$ cat config.mk
export PLATFORM = sky130hd
export DESIGN_NAME = game_sequencer
export DESIGN_NICKNAME = d
export VERILOG_FILES = /design/src/rtl/game_sequencer.sv
export SDC_FILE = /design/constraint.sdc
export NUM_CORES = 1
export LEC_CHECK = 0
export ABC_AREA = 1
export BUFFER_PORTS_ARGS = -buffer_cell sky130_fd_sc_hd__buf_4
export CAP_MARGIN = 20
export CORE_MARGIN = 3
export CORE_UTILIZATION = 45
export DETAILED_ROUTE_END_ITERATION = 10
export GPL_ROUTABILITY_DRIVEN = 0
export GPL_TIMING_DRIVEN = 1
export PLACE_DENSITY_LB_ADDON = 0.15
export SYNTH_ARGS = -nofsm -noshare
export SYNTH_HDL_FRONTEND = slang
export SYNTH_SLANG_ARGS = --single-unit
$ cat constraint.sdc
create_clock -name i_clk -period 2.6 [get_ports i_clk]
set_input_delay 0.13 -clock i_clk [delete_from_list [all_inputs] [get_ports i_clk]]
set_output_delay 0.13 -clock i_clk [all_outputs]
set_load 0.03 [all_outputs]
$ cat src/rtl/game_sequencer.sv
// Game flow controller: frame ticks -> env_step pulses, score/level tracking, IDLE/PLAY/PAUSED/LEVEL_UP/GAME_OVER FSM.
// Latency: every output is registered, so it reflects inputs sampled on the previous clk edge.
// Backpressure: none; pulse inputs are consumed on the cycle they are seen or dropped by state.
module game_sequencer #(
    parameter int STEP_DIV       = 4,
    parameter int BARS_PER_LEVEL = 8,
    parameter int MAX_LEVEL      = 9,
    parameter int LEVEL_HOLD     = 60,
    parameter int OVER_HOLD      = 120
) (
    input  logic       i_clk,
    input  logic       i_rst,
    input  logic       i_frame_tick,
    input  logic       i_start_btn,
    input  logic       i_pause_btn,
    input  logic       i_collision,
    input  logic       i_bar_passed,
    output logic [2:0] o_state,
    output logic [9:0] o_level,
    output logic       o_pause,
    output logic       o_env_step,
    output logic [9:0] o_score,
    output logic [3:0] o_bars_cleared,
    output logic       o_game_over
);

    localparam int SW   = (STEP_DIV > 1) ? $clog2(STEP_DIV) : 1;
    localparam int HMAX = (LEVEL_HOLD > OVER_HOLD) ? LEVEL_HOLD : OVER_HOLD;
    localparam int HW   = $clog2(HMAX + 1);

    typedef enum logic [2:0] {
        S_IDLE      = 3'd0,
        S_PLAY      = 3'd1,
        S_PAUSED    = 3'd2,
        S_LEVEL_UP  = 3'd3,
        S_GAME_OVER = 3'd4
    } state_t;

    state_t        r_state,    w_state;
    logic [9:0]    r_level,    w_level;
    logic [9:0]    r_score,    w_score;
    logic [3:0]    r_bars,     w_bars;
    logic [SW-1:0] r_step_cnt, w_step_cnt;
    logic [HW-1:0] r_hold_cnt, w_hold_cnt;
    logic          r_pause,    w_pause;
    logic          r_env_step, w_env_step;
    logic          r_game_over, w_game_over;
    logic          w_step_wrap;

    logic [9:0]    w_score_inc;
    logic [3:0]    w_bars_inc;
    logic [9:0]    w_level_inc;

    assign w_score_inc = (r_score == 10'd1023) ? r_score : r_score + 10'd1;
    assign w_bars_inc  = r_bars + 4'd1;
    assign w_level_inc = (r_level >= 10'(MAX_LEVEL)) ? 10'(MAX_LEVEL) : r_level + 10'd1;

    always_comb begin
        w_state     = r_state;
        w_level     = r_level;
        w_score     = r_score;
        w_bars      = r_bars;
        w_step_cnt  = r_step_cnt;
        w_hold_cnt  = r_hold_cnt;
        w_step_wrap = 1'b0;

        case (r_state)
            S_IDLE: begin
                if (i_start_btn) begin
                    w_state    = S_PLAY;
                    w_score    = '0;
                    w_bars     = '0;
                    w_step_cnt = '0;
                    w_level    = 10'd1;
                end
            end
            S_PLAY: begin
                // The step counter consumes this tick even if the state changes now.
                if (i_frame_tick) begin
                    if (r_step_cnt == SW'(STEP_DIV - 1)) begin
                        w_step_cnt  = '0;
                        w_step_wrap = 1'b1;
                    end else begin
                        w_step_cnt = r_step_cnt + 1'b1;
                    end
                end
                if (i_collision) begin
                    w_state    = S_GAME_OVER;
                    w_hold_cnt = '0;
                end else if (i_bar_passed) begin
                    w_score = w_score_inc;
                    if (w_bars_inc == 4'(BARS_PER_LEVEL)) begin
                        w_state    = S_LEVEL_UP;
                        w_bars     = '0;
                        w_level    = w_level_inc;
                        w_hold_cnt = '0;
                    end else begin
                        w_bars = w_bars_inc;
                        if (i_pause_btn) begin
                            w_state = S_PAUSED;
                        end
                    end
                end else if (i_pause_btn) begin
                    w_state = S_PAUSED;
                end
            end
            S_PAUSED: begin
                if (i_pause_btn) begin
                    w_state = S_PLAY;
                end
            end
            S_LEVEL_UP: begin
                if (i_frame_tick) begin
                    if (r_hold_cnt == HW'(LEVEL_HOLD - 1)) begin
                        w_state    = S_PLAY;
                        w_step_cnt = '0;
                    end else begin
                        w_hold_cnt = r_hold_cnt + 1'b1;
                    end
                end
            end
            S_GAME_OVER: begin
                if (i_frame_tick && (r_hold_cnt < HW'(OVER_HOLD))) begin
                    w_hold_cnt = r_hold_cnt + 1'b1;
                end
                if (i_start_btn && (r_hold_cnt == HW'(OVER_HOLD))) begin
                    w_state = S_IDLE;
                end
            end
            default: begin
                w_state = S_IDLE;
            end
        endcase

        // A wrap on the cycle PLAY is left must not leak a step into a frozen state.
        w_env_step  = w_step_wrap && (w_state == S_PLAY);
        w_pause     = (w_state != S_PLAY);
        w_game_over = (w_state == S_GAME_OVER);
    end

    always_ff @(posedge i_clk) begin
        if (i_rst) begin
            r_state     <= S_IDLE;
            r_level     <= 10'd1;
            r_score     <= '0;
            r_bars      <= '0;
            r_step_cnt  <= '0;
            r_hold_cnt  <= '0;
            r_pause     <= 1'b1;
            r_env_step  <= 1'b0;
            r_game_over <= 1'b0;
        end else begin
            r_state     <= w_state;
            r_level     <= w_level;
            r_score     <= w_score;
            r_bars      <= w_bars;
            r_step_cnt  <= w_step_cnt;
            r_hold_cnt  <= w_hold_cnt;
            r_pause     <= w_pause;
            r_env_step  <= w_env_step;
            r_game_over <= w_game_over;
        end
    end

    assign o_state        = r_state;
    assign o_level        = r_level;
    assign o_pause        = r_pause;
    assign o_env_step     = r_env_step;
    assign o_score        = r_score;
    assign o_bars_cleared = r_bars;
    assign o_game_over    = r_game_over;

endmodule

-- Word level (Yosys, flattened, before mapping)
Cells that the tools add are included.
- flip-flop bits (word level): 39
- input bits: 7
- logic and storage cells: 94
- add/sub/neg operators: 5
- $lt $le $gt $ge: 2
- equal/unequal tests: 24
- mux-type cells: 42
- reduce and logical (&&, ||, !) cells: 12
- operators with widths (cell ; count):
    10-bit two-way mux ; 9
    7-bit two-way mux ; 6
    10-bit case mux with 2 select lines ; 2
    3-bit two-way mux ; 9
    7-bit case mux with 3 select lines ; 1
    10-bit by 1-bit adder with 10-bit output, second input constant ; 2
    2-bit inequality test, second input constant ; 10
    4-bit two-way mux ; 4
    3-bit case mux with 5 select lines ; 1
    5-bit AND reduction ; 3
    10-bit equality test, second input constant ; 1
    10-bit by 4-bit greater-or-equal comparator with 1-bit output, second input constant ; 1
    2-bit two-way mux ; 5
    4-bit case mux with 2 select lines ; 1
    7-bit by 1-bit adder with 7-bit output, second input constant ; 1
    7-bit by 6-bit equality test with 1-bit output, second input constant ; 1
    7-bit equality test, second input constant ; 1
    7-bit < comparator, second input constant ; 1
    3-bit by 1-bit equality test with 1-bit output, second input constant ; 2
    3-bit by 2-bit equality test with 1-bit output, second input constant ; 2
    3-bit equality test, second input constant ; 2
    3-bit inequality test, second input constant ; 2
    2-bit case mux with 3 select lines ; 1
    6-bit AND reduction ; 1
    11 further kinds ; 16

-- Logic depth before layout (Yosys ltp)
- word-level depth: 8
- depth in mapped cells: 12
- gate-level depth less buffers: 12

-- Worst setup path after synthesis
Ideal clock, no wire load.
- kind: register to register
- start: reg r_bars[0], in the netlist o_bars_cleared[0]
- end: reg r_hold_cnt[5]
- library setup time: 0.132 ns
- arrival: 1.637 ns
- data required time: 2.468 ns
- path slack: 0.831 ns
- stages on the path, launching flop included: 11
- buffers on the path: 0
- clock period less this slack: 1.769 ns
- cells stage by stage: dfxtp_1 -> ha_1 -> inv_1 -> nand2_1 -> nand2_1 -> nor2_1 -> nand3_1 -> nand2_1 -> nand3_2 -> nand2_1 -> a21oi_1
- word-level cells in the longest chain between the ends: 4
- RTL lines (what ; RTL line ; RTL):
    start, declared ; 42 ; logic [3:0] r_bars, w_bars;
    start signal, assigned ; 156 ; r_bars <= w_bars;
    4-bit by 1-bit adder with 4-bit output ; 55 ; assign w_bars_inc = r_bars + 4'd1;
    4-bit equality test ; 92 ; if (w_bars_inc == 4'(BARS_PER_LEVEL)) begin
    3-bit inequality test (no line) ; -- ;
    6-bit AND reduction (no line) ; -- ;
    end signal, assigned ; 158 ; r_hold_cnt <= w_hold_cnt;
    end, declared ; 44 ; logic [HW-1:0] r_hold_cnt, w_hold_cnt;
Every way passes these cells.
A chain may end at the register's enable or synchronous reset.

-- Worst setup path in the final report
- start: reg r_bars[0], in the netlist o_bars_cleared[0]
- end: reg r_hold_cnt[6]
The elaborated chain is that of the path after synthesis.

==> flow_summary.yaml <==
outcome:
  outcome: "finished clean"
synthesis:
  synth-seq-area-share: 0.362
  syn-num-nets: 338
  synth.cell_area_mm2: 0.00216
  synth_ff_type: "dfxtp_1"
  synth-compound-area-share: 0.0963
  synth_xor_area_frac: 0.0325
  netlist_top_cells_area: "dfxtp_1, nand2_1, nor2_1"
  ys_types: 28
  ys_warn_count: 0
  synth-simple-area-share: 0.366
  async_flop_share: 0
  synth_top_cell_area_share: 0.362
  synth_seq_cells: 39
  synthAdderAreaFrac: 0.0522
  synth_mux_area_frac: 0
  synth_top_family_by_area: "simple AND/OR/NAND/NOR gates"
  synth_top_area_cell: "dfxtp_1"
  synth_edf_count: 0
  synthTopCellsByCount: "nand2_1, nor2_1, inv_1"
  syn_area_per_cell_um2: 6.70
  yosysMostFrequentCell: "nand2_1"
  syn_inst: 322
final_layout:
  area_delta_synth_final_pct: 18.7
  drive_gt1_frac: 0.150
  fin_util: 0.572
  finalNetCount: 376
  antenna_cells: 0
  final_cell_area_mm2: 0.00256
drt:
  postRouteAntennaNets: 0
  routed.top_layer: "met4"
  num_vias: 2099
  wl_met2_um: 2150
  vias_per_cell: 5.08
  wl_per_cell_um: 11.8
  drt-met1-wl_um: 2390
  drc: 0
  wl_met3_um: 258
  drt_iter0_drc: 151
  dr.pass1.iters: 4
  wl_um: 4860
global_routing:
  grt_pass1_vias: 1766
  grt.total_usage: 0.179
  grt_antenna_before_repair: 0
  overflow: 0
  grt_max_degree: 32
  grt_first_pass_wirelength_um: 7820
placement:
  io_buffers: 36
  dpl_cell_area_mm2: 0.00246
  dp_hpwl_um: 3610
floorplanning:
  die_x_um: 75.2
  start_util: 0.482
  dieArea_mm2: 0.00566
  core_mm2: 0.00447
  dieHeight_um: 75.2
  rows: 24
  ios: 37
critical_path:
  start_kind: "flop"
  required_ns: 2.77
  crit_chain: "ha_1, inv_1, nand2_1, nand2_1, nor2_1, nand3_1, nand2_1, nand3_2, nand2_1, a21oi_1"
  critPathMaxFanout: 8
  worstSetupPathType: "flop to flop"
  cp_slowest_cell: "dfxtp_1"
  arrival_ns: 2.02
  cp-end-kind: "flop"
  path_common_cell: "nand2_1"
  max_stage_delay_ns: 0.46
clocking:
  clock_latency_ns: 0.29
  cts_buffers: 5
  htree_levels: 2
  clock_sinks: 39
  root_buffer: "clkbuf_8"
  postCtsSetupBuffers: 0
  cts_resized: 0
  cts_tree: "done"
  hold_buffers: 0
  clk_pin_slew_worst_paths_ns: 0.08
  clockBufferDepth: 2
flow_run:
  cap_violations: 0
timing:
  setup_viol: 0
  drv_slew: 0
  hold_violations: 0
  tns_ns: 0
  relSlewSlack: 0.754
  rsz0062_at_grt: "no"
  worst_pin_slew_ns: 0.369
  min_period_ns: 1.86
  max_freq_ghz: 0.539
  finClkSkew_ns: 0.00482
  min_period_over_period: 0.714
power:
  ir_drop_mv: 0.357
  p_leak_nw: 1.12
  p_per_area_mw_per_mm2: 523
min_path:
  worst_hold_path_type: "primary input to flop"
[kinds of logic after synthesis]
| logic type | count (synthesis) |
|---|---|
| flops | 39 |
| compound gates | 39 |
| buf+inv | 50 |
| xor+xnor | 8 |
| simple gates | 177 |
| fa+ha+maj | 9 |
[critical path, delay by kind of cell (launching register included)]
family	cells	cell delay (ns)
AOI/OAI and AO/OA	1	0.07
buffers and inverters	1	0.04
adders and majority gates	1	0.21
and+or+nand+nor	7	0.94
DFF	1	0.46
[power by group]
group          total, mW  internal (mW)  switching [mW]
clock              0.428          0.217           0.211
combinational      0.260         0.0833           0.177
sequential         0.649          0.620          0.0284
total               1.34          0.921           0.416
[stage by stage]
stage	hold WS, ns	worst slack (ns)	std cells	total power [mW]
finish	0.181	0.745	413	1.34
global route	0.190	0.531	413	1.41
CTS	0.171	0.749	413	1.35
detailed placement	0.448	0.771	405	0.924
global placement	0.444	0.805	405	0.921
floorplan	0.292	0.831	322	0.852
[area by class of cell]
class,count,area (um2)
clock buffer,7,86.3
clock inverter,1,8.76
inverter,45,169
fill,431,1920
timing repair buffer,36,270
tap,52,65.1
multi-input combinational,233,1180
sequential,39,781
[path summary, 6_finish.rpt]
path	from	to	slack, ns	cells after the start
setup / recovery	o_bars_cleared[0]$_SDFFE_PP0P_	r_hold_cnt[6]$_SDFFE_PP0P_	0.74	10
hold / removal	i_pause_btn	o_pause$_SDFF_PP1_	0.18	5
setup reg to reg	o_bars_cleared[0]$_SDFFE_PP0P_	r_hold_cnt[6]$_SDFFE_PP0P_	0.74	10
hold reg to reg	o_level[6]$_SDFFE_PP0P_	o_level[6]$_SDFFE_PP0P_	0.46	2
[state kept, by name, summed over array words and instances, names as in the netlist]
signal          flops
r_step_cnt          2
o_env_step          1
o_score            10
o_game_over         1
o_pause             1
o_state             3
o_bars_cleared      4
o_level            10
r_hold_cnt          7
[per-layer routing]
layer  up-vias  global-route usage
met5         -                   0
met3         5              0.0441
met1       929               0.237
li1       1117                   -
met2        48               0.281
met4         0              0.0699
[cell usage in the layout (no fill, tap or decap), drive strengths merged]
cell	count
o21ai	11
buf	36
a21oi	24
inv	45
a22oi	1
xor2	5
dfxtp	39
nand3b	1
clkinv	1
a211oi	2
nand4	17
nor3	11
xnor2	3
nand3	18
ha	9
clkbuf	7
a31oi	1
nand2	76
nor2	54
Power figures use the tool's default switching activity.
